### config.mk
export PLATFORM = sky130hd
export DESIGN_NAME = plab1_imul_req_queue
export DESIGN_NICKNAME = d
export VERILOG_FILES = /design/src/rtl/plab1_imul_req_queue_pkg.sv /design/src/rtl/plab1_imul_req_swap.sv /design/src/rtl/plab1_imul_req_queue.sv
export SDC_FILE = /design/constraint.sdc
export NUM_CORES = 1
export LEC_CHECK = 0
export ABC_AREA = 1
export CAP_MARGIN = 20
export CORE_MARGIN = 2
export CORE_UTILIZATION = 40
export DETAILED_ROUTE_END_ITERATION = 10
export PLACE_DENSITY_LB_ADDON = 0.3
export SYNTH_ARGS = -nofsm -noshare
export SYNTH_HDL_FRONTEND = slang
export SYNTH_SLANG_ARGS = --single-unit
### constraint.sdc
create_clock -name clk -period 4.96 [get_ports clk]
set_input_delay 0.992 -clock clk [delete_from_list [all_inputs] [get_ports clk]]
set_output_delay 0.992 -clock clk [all_outputs]
set_load 0.005 [all_outputs]
### src/rtl/plab1_imul_req_queue_pkg.sv
// Shared muldiv request message layout (func|a|b), func codes and pack/unpack helpers.
// Optional build macro PLAB1_IMUL_REQ_SWAP_EN is consumed by plab1_imul_req_queue.
package plab1_imul_req_queue_pkg;

  localparam int FUNC_NBITS = 3;
  localparam int A_NBITS    = 32;
  localparam int B_NBITS    = 32;
  localparam int MSG_NBITS  = FUNC_NBITS + A_NBITS + B_NBITS;

  localparam logic [FUNC_NBITS-1:0] FUNC_MUL  = 3'd0;
  localparam logic [FUNC_NBITS-1:0] FUNC_DIV  = 3'd1;
  localparam logic [FUNC_NBITS-1:0] FUNC_DIVU = 3'd2;
  localparam logic [FUNC_NBITS-1:0] FUNC_REM  = 3'd3;
  localparam logic [FUNC_NBITS-1:0] FUNC_REMU = 3'd4;

  typedef struct packed {
    logic [FUNC_NBITS-1:0] func;
    logic [A_NBITS-1:0]    a;
    logic [B_NBITS-1:0]    b;
  } muldiv_req_t;

  function automatic muldiv_req_t req_unpack(
    input logic [MSG_NBITS-1:0] msg
  );
    return muldiv_req_t'(msg);
  endfunction

  function automatic logic [MSG_NBITS-1:0] req_pack(
    input muldiv_req_t req
  );
    return MSG_NBITS'(req);
  endfunction

endpackage

### src/rtl/plab1_imul_req_swap.sv
// Operand-order unit: for MUL, puts the smaller unsigned operand in b.
// Purely combinational; sits on the queue write path.
module plab1_imul_req_swap
  import plab1_imul_req_queue_pkg::*;
(
  input  logic [MSG_NBITS-1:0] in_msg,
  output logic [MSG_NBITS-1:0] out_msg
);

  muldiv_req_t req_in;
  muldiv_req_t req_out;

  always_comb begin
    req_in  = req_unpack(in_msg);
    req_out = req_in;
    if (req_in.func == FUNC_MUL && req_in.b > req_in.a) begin
      req_out.a = req_in.b;
      req_out.b = req_in.a;
    end
    out_msg = req_pack(req_out);
  end

endmodule

### src/rtl/plab1_imul_req_queue.sv
// Request queue in front of the iterative multiplier; no bypass, no pipe.
// Build macro PLAB1_IMUL_REQ_SWAP_EN enables MUL operand reordering on enqueue.
module plab1_imul_req_queue
  import plab1_imul_req_queue_pkg::*;
#(
  parameter int p_num_entries = 2,
  parameter int p_msg_nbits   = MSG_NBITS
)(
  input  logic                           clk,
  input  logic                           reset,
  input  logic                           enq_val,
  output logic                           enq_rdy,
  input  logic [p_msg_nbits-1:0]         enq_msg,
  output logic                           deq_val,
  input  logic                           deq_rdy,
  output logic [p_msg_nbits-1:0]         deq_msg,
  output logic [$clog2(p_num_entries):0] num_free_entries
);

  localparam int AW = $clog2(p_num_entries);
  localparam int CW = AW + 1;
  localparam logic [CW-1:0] FULL = CW'(p_num_entries);

  logic [AW-1:0]          head;
  logic [AW-1:0]          tail;
  logic [CW-1:0]          count;
  logic [p_msg_nbits-1:0] mem [p_num_entries];
  logic [p_msg_nbits-1:0] wr_msg;
  logic                   enq_fire;
  logic                   deq_fire;

  assign enq_rdy  = (count != FULL);
  assign deq_val  = (count != '0);
  assign enq_fire = enq_val && enq_rdy;
  assign deq_fire = deq_val && deq_rdy;

  assign num_free_entries = FULL - count;
  assign deq_msg          = mem[head];

`ifdef PLAB1_IMUL_REQ_SWAP_EN
  logic [MSG_NBITS-1:0] swap_out;

  plab1_imul_req_swap u_swap (
    .in_msg  (MSG_NBITS'(enq_msg)),
    .out_msg (swap_out)
  );

  assign wr_msg = p_msg_nbits'(swap_out);
`else
  assign wr_msg = enq_msg;
`endif

  // Pointers wrap for free since depth is a power of two.
  always_ff @(posedge clk or negedge reset) begin
    if (!reset) begin
      head  <= '0;
      tail  <= '0;
      count <= '0;
    end else begin
      if (enq_fire)
        tail <= tail + 1'b1;
      if (deq_fire)
        head <= head + 1'b1;
      unique case ({enq_fire, deq_fire})
        2'b10:   count <= count + 1'b1;
        2'b01:   count <= count - 1'b1;
        default: count <= count;
      endcase
    end
  end

  always_ff @(posedge clk) begin
    if (enq_fire)
      mem[tail] <= wr_msg;
  end

endmodule
==> reports/results.txt, run 1 <==
Derived from the worst setup path, the maximum achievable clock frequency is 0.320 GHz. The tools report the endpoint class of the critical path as a primary output. For this block, the via count after detailed routing is 3169. 142 I/O pins were placed. In this run the clock root is driven by a clkbuf_16. Summed over all layers, the routed wires come to 10200 um. Measured in cells, the most critical reg-to-reg path has a length of 6. The tools report the worst setup skew after layout as 0.00943 ns. When the netlist entered floorplanning its net count stood at 455.

The endpoint of the worst-slack reg-to-reg timing path was mem[0][15]$_DFFE_PP_. During synthesis, Yosys emitted a total of 0 warnings. The first global-routing pass estimated 16400 um of wire. The largest net degree at the start of global routing came out at 69. The starting utilization of the core area is 0.409. Following the worst setup path forward leads to its endpoint at deq_msg[53].

After clock tree synthesis, the flow added hold-fix buffers numbering 0. Relative slew slack: 0.401. The number of hold-slack violations in the final timing report was 0. In the final routed layout, each cell accounts on average for 14.2 um. At the end of routability-driven placement, the weighted congestion stood at 0.736. The run gives 41 as the placement row count. Total leakage power: 0.00283 uW.

The worst stage delay on the critical path works out to 0.58 ns. For the total standard cell area after synthesis, the log shows 0.00514 mm^2. After global routing the overflow that remains totals 0. The run gives 6440 um as the half-perimeter wire length after placement. Largest buffer count on any clock path: 2. The die is 117 um tall.

For the maximum level of the CTS H-tree, the log shows 4. Counting the fill cells in the layout gives 1033. STA puts the critical path data required time at 3.97 ns.

Synthesis inferred 138 register bits. Clock tree synthesis found a total of 138 sinks. The tightest min-delay check is of the reg -> reg type. Clock-pin slew was measured on the worst setup and hold paths at 0.05 ns. The slew at the pin closest to its max-slew limit is 0.896 ns, and the clock period minus worst slack is 3.12 ns. Number of port buffers: 141.

The clock buffer count from CTS is 17, and the number of vias per cell after detailed routing is 4.44. Before antenna repair, the detailed router went through 4 iterations. The post-CTS repair timing setup buffer count was 0; the post-cts repair resize count was 0.

The critical path goes through buf_4, nand2_1, nand2_1, clkdlybuf4s50_1. The worst-case vdd ir drop is 0.366 mV, and the maximum fanout encountered on the critical timing path is 67. In the final design database the tool counted 602 nets. From synthesis to final layout, the design area changed by 41.5%. The slowest stage of the critical path is the buf_4 cell.

The per-instance average area after synthesis was 13.5 um^2; the arrival time of data at the critical path endpoint was 2.13 ns. The run gives 14 as the number of distinct library cell variants in the gate-level netlist after synthesis. The total area inside the core boundary comes to 0.0126 mm^2. Across the run, the number of max-cap violations was 0. Final hold analysis gives a worst-case slack of 0.530 ns.

The proportion of layout cells with a drive suffix above 1 is 0.0628. By instance count, the cell type seen most on the critical path is nand2_1. For this block, the initial DRC count from the detailed router was 108. Setup violations remaining at the end of the flow were counted as 0.

The tools report the kind of start point of the critical path as a flop. For the number of pins exceeding their max-slew limit in the final report, the log shows 0. The power density relative to cell area is 592 mW/mm^2. The total routing usage reported by global routing is 0.153, and the die width is 117 um. The run finished with clean final reports. The critical path in this run is classified as reg -> out. The most critical setup path has its startpoint at head$_DFFE_PN0P_.

TritonCTS built the clock tree. The internal reg-to-reg setup slack is 2.56 ns. The number of antenna violations at the first check in global routing is 0. The run gives 381 as the instance count of the mapped netlist. For this run, design rule violations remaining after detail routing come to 0. The design draws 4300 uW.

Setup repair after global routing left no endpoint under its margin. The number of global-route vias before repair was 3376. The remaining antenna violation count after routing came out at 0. Beginning of the worst register-to-register path: count[0]$_DFFE_PN0P_. The final critical-path share of the clock period is 0.630, and the clock latency on the worst-skew pair is 0.40 ns. For the die footprint, the log shows 0.0138 mm^2. The logs give 0 ns for the sum of negative setup slack and 0.802 for the sequential-to-total area share from yosys stat.
cells in the final DEF, fill, tap and decap left out, types with 2 or more instances in the layout:
cell,Yosys,layout
buf_12,0,2
clkbuf_16,0,17
nand2_1,207,207
ha_1,3,3
clkinv_2,0,5
clkdlybuf4s50_1,0,141
dfrtp_1,4,3
clkinvlp_4,0,2
xor2_1,2,2
nor2_4,0,2
clkbuf_1,0,5
bufinv_16,0,2
edfxtp_1,134,134
inv_1,9,9
through the flow:
| step | instance area [um^2] | util | std cells | worst slack [ns] |
|---|---|---|---|---|
| after floorplan | 5140 | - | 381 | 0.562 |
| final | 7270 | 0.579 | 714 | 1.84 |
| after CTS | 7270 | 0.579 | 713 | 1.80 |
| after global placement | 6710 | 0.534 | 681 | 1.91 |
| after detailed placement | 6710 | 0.534 | 681 | 1.87 |
| after global routing | 7270 | 0.579 | 713 | 1.65 |
final cells by class:
class                      count  area (um^2)  share of cell area
antenna                        1         2.50            0.000344
clock buffer                  23          458              0.0630
clock inverter                 9          100              0.0138
inverter                      10         40.0             0.00550
multi-input combinational    217          875               0.120
sequential                   138         4130               0.567
tap                          172          215              0.0296
timing repair buffer         144         1460               0.201
synth_stat cells, drive strengths merged:
cell    count  area share
nand2     207        0.15
inv        10      0.0078
dfrtp       4       0.019
nand4       1      0.0012
nand3       1     0.00097
ha          3      0.0073
xor2        2      0.0034
nor2        2      0.0015
edfxtp    134        0.78
buf        16       0.023
xnor2       1      0.0017
critical path: cells and delay by family (launching register included):
kind | cells | cell delay [ns]
and+or+nand+nor | 2 | 0.26
buffers and inverters | 2 | 1.09
DFF | 1 | 0.38
report_power, final:
part / switching (uW) / total [uW] / internal, uW / leakage, uW
logic: 733 / 1470 / 736 / 0.00126
clock network: 422 / 1170 / 748 / 0.000271
registers: 67.6 / 1670 / 1600 / 0.00129
total: 1220 / 4300 / 3080 / 0.00283
cells by family (layout without fill, tap and decap cells):
logic type / count (synthesis) / after routing / share of synthesized area
simple gates: 211 / 211 / 0.155
buf+inv: 26 / 186 / 0.0307
other cells: 0 / 1 / 0
flops: 138 / 138 / 0.802
fa+ha+maj: 3 / 3 / 0.00730
xor+xnor: 3 / 3 / 0.00511
worst min path at each step:
stage | start | to | slack, ns | cells past startpoint
2_1_floorplan | count[1]$_DFFE_PN0P_ | count[1]$_DFFE_PN0P_ | 0.47 | 2
3_3_place_gp | count[1]$_DFFE_PN0P_ | count[1]$_DFFE_PN0P_ | 0.48 | 2
3_5_place_dp | count[1]$_DFFE_PN0P_ | count[1]$_DFFE_PN0P_ | 0.52 | 2
4_1_cts | count[1]$_DFFE_PN0P_ | count[1]$_DFFE_PN0P_ | 0.53 | 2
5_1_grt | count[0]$_DFFE_PN0P_ | count[0]$_DFFE_PN0P_ | 0.56 | 1
6_report | count[1]$_DFFE_PN0P_ | count[1]$_DFFE_PN0P_ | 0.53 | 2
state kept, by name, summed over array words and instances, names as in the netlist:
register,cells
head,1
tail,1
count,2
mem,134
routing by layer:
metal,track usage,part of all wire
met4,0.0482,0.0065
met2,0.250,0.49
met5,0,0
met1,0.190,0.44
met3,0.0569,0.066
(Power assumes the default switching activity.)
==> inputs of run 2 (changes only) <==
==> constraint.sdc (replaced) <==
create_clock -name clk -period 2.7 [get_ports clk]
set_input_delay 0.54 -clock clk [delete_from_list [all_inputs] [get_ports clk]]
set_output_delay 0.54 -clock clk [all_outputs]
set_load 0.005 [all_outputs]
==> reports/results.txt, run 2 (synthesis gave the netlist of run 1 again) <==
The tools report the number of diodes as 0 (-1). The post-cts repair resize count came out at 0 (unchanged). Leaving out fill and tap cells, the most frequent cells in the layout are nand2_1, clkdlybuf4s50_1, edfxtp_1, clkbuf_16, inv_1. The run gives 2 (unchanged) as the largest buffer count on any clock path. The power density relative to cell area was 1120 mW/mm^2 (+89%). For the worst endpoint required time, the log shows 2.16 ns (-1.81 ns). The largest net degree at the start of global routing was 48 (-30%). The setup path with the least slack is of type reg -> out. The run gives 0.557 ns (-1.31 ns) as the pre-CTS setup slack. STA classifies the critical path endpoint as a primary output.

The tools report the beginning of the worst register-to-register path as count[0]$_DFFE_PN0P_. The sequential power share came out at 0.370 (-0.017). The run finished with clean final reports. The die footprint was 0.0138 mm^2 (unchanged); the clock latency on the worst-skew pair was 0.40 ns (about the same).

The number of antenna violations at the first check in global routing was 0 (unchanged); the DRC violation count after routing was 0 (unchanged). The number of pins exceeding their max-slew limit in the final report is 0 (unchanged), and the relative area change from synthesis to final layout is 43.9%. The placement row count was 41 (unchanged); the area of the core was 0.0126 mm^2 (unchanged). The number of global-route vias before repair was 3257 (-3.5%); the clock period minus worst slack was 2.53 ns.

The final critical-path share of the clock period was 0.939. The tools report the total routed wirelength as 10400 um (+2.2%). The endpoint of the worst-slack reg-to-reg timing path is mem[1][59]$_DFFE_PP_. The count of vias placed by the detailed router is 3219 (+1.6%), and the half-perimeter wire length after placement is 6600 um (+2.5%). The tools report the iteration count of the initial detailed-routing pass as 6 (+2).

Counting flops per register, the top entry is mem. The average wire per standard cell is 14.4 um (+1.6%), and the proportion of power drawn by combinational gates is 0.333 (-0.008). Slew at the pin closest to its max-slew limit: 0.514 ns (-0.382 ns). Final-stage net count: 607 (+0.83%). The largest registers in the layout are mem: 134 flops, count: 2 flops. The worst-case vdd ir drop was 0.523 mV (+43%); the starting utilization of the core area was 0.409 (unchanged).

The maximum fanout encountered on the critical timing path was 47 (-30%). The proportion of layout cells with a drive suffix above 1 is 0.0714 (+0.00858). The internal reg-to-reg setup slack is 0.88 ns (-1.68 ns). Relative slew slack: 0.657 (+0.256).

The number of hold buffers added after cts came out at 0 (unchanged). The overflow left after global routing is 0 (unchanged), and the die width is 117 um (unchanged). The worst hold path class is in -> async.

Setup repair after global routing left no endpoint under its margin. Logic depth of the worst register-to-register path: 6 (unchanged). Instance area at placement: 0.00676 mm^2 (+0.75%). Arrival time of data at the critical path endpoint: 1.99 ns (-0.14 ns). The logs give 0 (unchanged) for the number of hold-slack violations in the final timing report and 0.00520 ns (-0.00423 ns) for the worst setup skew after layout. The logs give 0 (unchanged) for the post-CTS repair timing setup buffer count and 0.394 GHz for the highest clock frequency the design can meet. The tools report the root buffer cell as clkbuf_16. Switching power total: 2310 uW (+89%).

The tools report the clock share of power as 0.297 (+0.025). The total of max-cap violations is 0 (unchanged). The internal power consumption is 5970 uW (+94%), and the I/O pin count is 142 (unchanged). The kind of start point of the critical path was a flop. The logs give 181 (+68%) for the iteration-0 DRC count of the detailed router and 0.165 ns (-1.67 ns) for the setup slack of the critical path after layout.

The switching part of the total power works out to 0.279 (-0.00530). The library cell used most frequently in the layout, excluding fill and tap cells, is nand2_1. Number of vias per cell after detailed routing: 4.48 (+1.0%). TritonCTS built the clock tree. Vertical extent of the die: 117 um (unchanged).

The final count of negative-setup-slack endpoints was 0 (unchanged); the total routing usage reported by global routing was 0.155 (+0.00178). Placer's final routability congestion estimate: 0.668 (-9.2%). The maximum level of the CTS H-tree was 4 (unchanged). The end-of-flow core utilization is 0.588 (+0.00966). The flip-flop count of the largest register after layout works out to 134 (unchanged). The tools report the finished layout cell area as 0.00740 mm^2 (+1.7%).

The tools report the global-route wire length before repair as 16500 um (+1.0%). The clock buffer count from CTS was 17 (unchanged); the number of port buffers was 141 (unchanged). The run gives 138 (unchanged) as the count of clock tree sinks. The run gives 0 (unchanged) as the remaining antenna violation count after routing. The total leakage power is 0.00289 uW (+2.1%).

The post-CTS clock slew at the launch and capture registers of the worst setup and hold paths is 0.05 ns (about the same).
run 2: changes by cell type in the layout (fill, tap and decap cells not counted), sizes merged:
cell	delta
bufinv	+3
buf	+5
diode	-1
clkbuf	-4
inv	+1
run 2: power groups by stage:
stage / sequential [uW] / clock, uW / combinational [uW]
2_1_floorplan: 3090 / 0 / 1240
3_3_place_gp: 3090 / 0 / 2770
3_5_place_dp: 3110 / 0 / 2800
4_1_cts: 3070 / 2490 / 2820
5_1_grt: 3100 / 2590 / 3040
6_report: 3060 / 2460 / 2760
run 2: critical path, cell delays in order (launching register included):
cell,delay (ns)
dfrtp_2,0.40
buf_4,0.43
nand2_1,0.12
nand2_1,0.10
clkdlybuf4s50_1,0.50
run 2: area by class of cell:
type,instances,area (um^2)
sequential,138,4130
timing repair buffer,149,1510
fill,996,5170
clock buffer,19,433
clock inverter,13,199
tap,172,215
inverter,10,40.0
multi-input combinational,217,875
run 2: how the worst max path moves through the flow:
stage | from | slack (ns) | endpoint
floorplan | count[0]$_DFFE_PN0P_ | -0.32 | mem[0][0]$_DFFE_PP_
global placement | head$_DFFE_PN0P_ | 0.59 | deq_msg[51]
detailed placement | head$_DFFE_PN0P_ | 0.56 | deq_msg[42]
CTS | head$_DFFE_PN0P_ | 0.13 | deq_msg[42]
global route | head$_DFFE_PN0P_ | 0.02 | deq_msg[51]
finish | head$_DFFE_PN0P_ | 0.17 | deq_msg[61]
run 2: layer usage:
layer	vias to the layer above	track usage	share of wire
met2	112	0.244	0.47
met5	-	0	0
met4	0	0.0474	0.0075
met1	1514	0.203	0.46
li1	1584	-	-
met3	9	0.0554	0.062
run 2: stage by stage:
step | total power (uW) | TNS [ns] | hold WS (ns) | cells
after CTS | 8380 | 0 | 0.338 | 718
after global routing | 8730 | 0 | 0.339 | 718
after detailed placement | 5910 | 0 | 0.517 | 686
after floorplan | 4330 | -42.56 | 0.244 | 381
after global placement | 5860 | 0 | 0.498 | 686
final | 8280 | 0 | 0.345 | 718
==> inputs of run 3 (changes only) <==
--- a/config.mk
+++ b/config.mk
@@ -7,10 +7,12 @@
 export LEC_CHECK = 0
 export ABC_AREA = 1
 export CAP_MARGIN = 20
+export CORE_ASPECT_RATIO = 1.1
 export CORE_MARGIN = 2
-export CORE_UTILIZATION = 40
+export CORE_UTILIZATION = 43
 export DETAILED_ROUTE_END_ITERATION = 10
 export PLACE_DENSITY_LB_ADDON = 0.3
 export SYNTH_ARGS = -nofsm -noshare
 export SYNTH_HDL_FRONTEND = slang
 export SYNTH_SLANG_ARGS = --single-unit
+export TNS_END_PERCENT = 100
==> reports/results.txt, run 3 (synthesis gave the netlist of run 1 again) <==
The endpoint of the worst-slack reg-to-reg timing path was mem[0][33]$_DFFE_PP_. The worst-case vdd ir drop is 0.656 mV (+25%). By instance count, the cell type seen most on the critical path is nand2_1. The tools report the overflow left after global routing as 0 (unchanged). The worst hold path class was in -> async.

Remaining antenna violation count after routing: 0 (unchanged). The I/O pin count came out at 142 (unchanged). The run gives 0 (unchanged) as the total of max-cap violations. The area of the core is 0.0115 mm^2 (-8.2%).

The worst setup path is launched from a flop. The count of clock tree sinks was 138 (unchanged). In the final layout, the registers with the most flip-flops are mem: 134 flops, count: 2 flops. The largest buffer count on any clock path was 2 (unchanged); the logic depth of the worst register-to-register path was 6 (unchanged).

Worst endpoint required time: 2.16 ns (about the same). The met2 demand-to-capacity share in global routing is 0.263 (+0.0188). Cell with the largest stage delay on the worst path: clkdlybuf4s50_1. The die width is 108 um (-7.8%), and the average wire per standard cell is 14.8 um (+2.4%). The placement row count was 41 (unchanged). Setup repair after global routing left no endpoint under its margin. The top cell types in the final layout, fill and taps aside, are nand2_1, clkdlybuf4s50_1, edfxtp_1, clkbuf_16, inv_1. The logs give 694 (-3.3%) for the final instance count without filler cells and 0 (unchanged) for the number of hold-slack violations in the final timing report.

The tools report the internal reg-to-reg setup slack as 0.75 ns (-0.13 ns). The root buffer cell chosen for the clock tree is clkbuf_16. The tools report the clock latency on the worst-skew pair as 0.40 ns (about the same).

The highest clock frequency the design can meet is 0.397 GHz (+0.55%). The layer flagged by global routing as most heavily used is met2. The overall power after layout is 7960 uW (-3.9%), and the maximum fanout encountered on the critical timing path is 40 (-15%). The tools report the cell count after placement as 663 (-3.4%). The library cell used most frequently in the layout, excluding fill and tap cells, is nand2_1. The number of pins exceeding their max-slew limit in the final report was 0 (unchanged); the worst setup skew after layout was 0.0107 ns (+0.00551 ns). The count of buffering cells on the critical path with inverters included came out at 2 (unchanged). The tools report the placer's final routability congestion estimate as 0.680 (+1.8%). The post-CTS clock slew at the launch and capture registers of the worst setup and hold paths was 0.06 ns (about the same). The flip-flop count of the largest register after layout works out to 134 (unchanged). The clock buffer count from CTS is 17 (unchanged), and the post-CTS repair timing setup buffer count is 0 (unchanged). Total leakage power: 0.00284 uW (-1.8%). Power density relative to cell area: 1090 mW/mm^2 (-2.3%). The proportion of layout cells with a drive suffix above 1 was 0.0735 (+0.00210). The setup path with the least slack is of type reg -> out. The worst stage delay on the critical path came out at 0.50 ns (about the same).

The number of port buffers came out at 141 (unchanged). The final critical-path share of the clock period was 0.934 (-0.00511). Among cell families on the critical path, the largest total delay comes from buffers and inverters. The run gives 898 (-9.8%) as the number of filler instances in the final layout. The number of diodes was 0 (unchanged); the global-route wire length before repair was 16200 um (-2.1%). The total routing usage reported by global routing is 0.169 (+0.0145). The arrival time of data at the critical path endpoint is 1.98 ns (about the same). The run gives 0.0128 mm^2 (-6.7%) as the die footprint. The flow ran to the end, and the final reports show no timing, DRC or antenna violations. The tools report the final count of negative-setup-slack endpoints as 0 (unchanged). The number of hold buffers added after cts was 0 (unchanged); the number of vias per cell after detailed routing was 4.61 (+2.8%). The logs give 4 (unchanged) for the maximum level of the CTS H-tree and 0.0634 (+0.00798) for the met3 demand-to-capacity share in global routing. The tools report the beginning of the worst register-to-register path as count[0]$_DFFE_PN0P_.

The starting utilization of the core area was 0.445 (+0.0364). The count of vias placed by the detailed router is 3198 (-0.65%). For the number of antenna violations at the first check in global routing, the log shows 0 (unchanged). The largest net degree at the start of global routing was 43 (-10%); the final-stage net count was 606 (-0.16%). The run gives 10300 um (-1.1%) as the total routed wirelength.

Relative to the synthesized area, the layout overhead comes to 41.5%. Half-perimeter wire length after placement: 6580 um (-0.30%). Traced cell by cell, the critical path runs through buf_4, nand2_1, nand2_1, clkdlybuf4s50_1. STA classifies the critical path endpoint as a primary output.

Slew at the pin closest to its max-slew limit: 0.472 ns (-0.0422 ns). The register with the most flip-flops in the final layout is mem. The vertical extent of the die was 119 um (+1.1%); the DRC violation count after routing was 0 (unchanged). Clock period minus worst slack: 2.52 ns (-0.0138 ns). The run gives 152 (-16%) as the iteration-0 DRC count of the detailed router.

The logs give 4 (-2) for the iteration count of the initial detailed-routing pass and 0.220 (+0.0169) for the met1 layer usage reported by global route. The tools report the relative slew slack as 0.686 (+0.0281). TritonCTS built the clock tree. For the number of global-route vias before repair, the log shows 3299 (+1.3%).
==> run 3: what timing repair did <==
action | in CTS | in global routing
gates resized for setup | 0 | 1
setup endpoints to repair | 0 | 10
endpoints found under the hold margin | 0 | 0
==> run 3: worst max path at each step <==
stage                                     from                   to  depth (start not counted)
final                         head$_DFFE_PN0P_          deq_msg[47]                          4
after CTS                     head$_DFFE_PN0P_          deq_msg[47]                          5
after detailed placement      head$_DFFE_PN0P_          deq_msg[47]                          5
after floorplan           count[0]$_DFFE_PN0P_  mem[0][0]$_DFFE_PP_                          5
after global placement        head$_DFFE_PN0P_          deq_msg[11]                          5
after global routing          head$_DFFE_PN0P_          deq_msg[47]                          5
==> run 3: layer usage <==
layer  up-vias  routed length (um)
met3         8                 773
met2       123                5140
met1      1484                4270
li1       1583                   -
met4         0                  80
met5         -                   0
==> run 3: layout make-up <==
type                       count  area, um^2  share of cell area
tap                          150         188              0.0258
clock inverter                14         133              0.0182
inverter                      10        42.5             0.00585
sequential                   138        4130               0.567
timing repair buffer         148        1490               0.205
multi-input combinational    217         875               0.120
clock buffer                  17         425              0.0585
==> run 3: worst reg2reg max path: stages, from the launching register on <==
cell     delay [ns]
dfrtp_1        0.43
inv_1          0.11
ha_1           0.20
inv_1          0.08
nand2_1        0.19
nor2_4         0.15
buf_4          0.42
==> run 3: per-stage QoR <==
stage	hold WS, ns	setup TNS, ns	utilization	setup WS, ns	cell area [um^2]
2_1_floorplan	0.244	-42.56	-	-0.318	5150
3_3_place_gp	0.489	0	0.582	0.531	6720
3_5_place_dp	0.522	0	0.582	0.508	6720
4_1_cts	0.347	0	0.630	0.0577	7270
5_1_grt	0.354	0	0.630	0.0394	7280
6_report	0.360	0	0.630	0.179	7280
==> run 3: power by group <==
part | switching, uW | internal, uW
Combinational | 1360 | 1380
Clock | 810 | 1340
Sequential | 136 | 2930
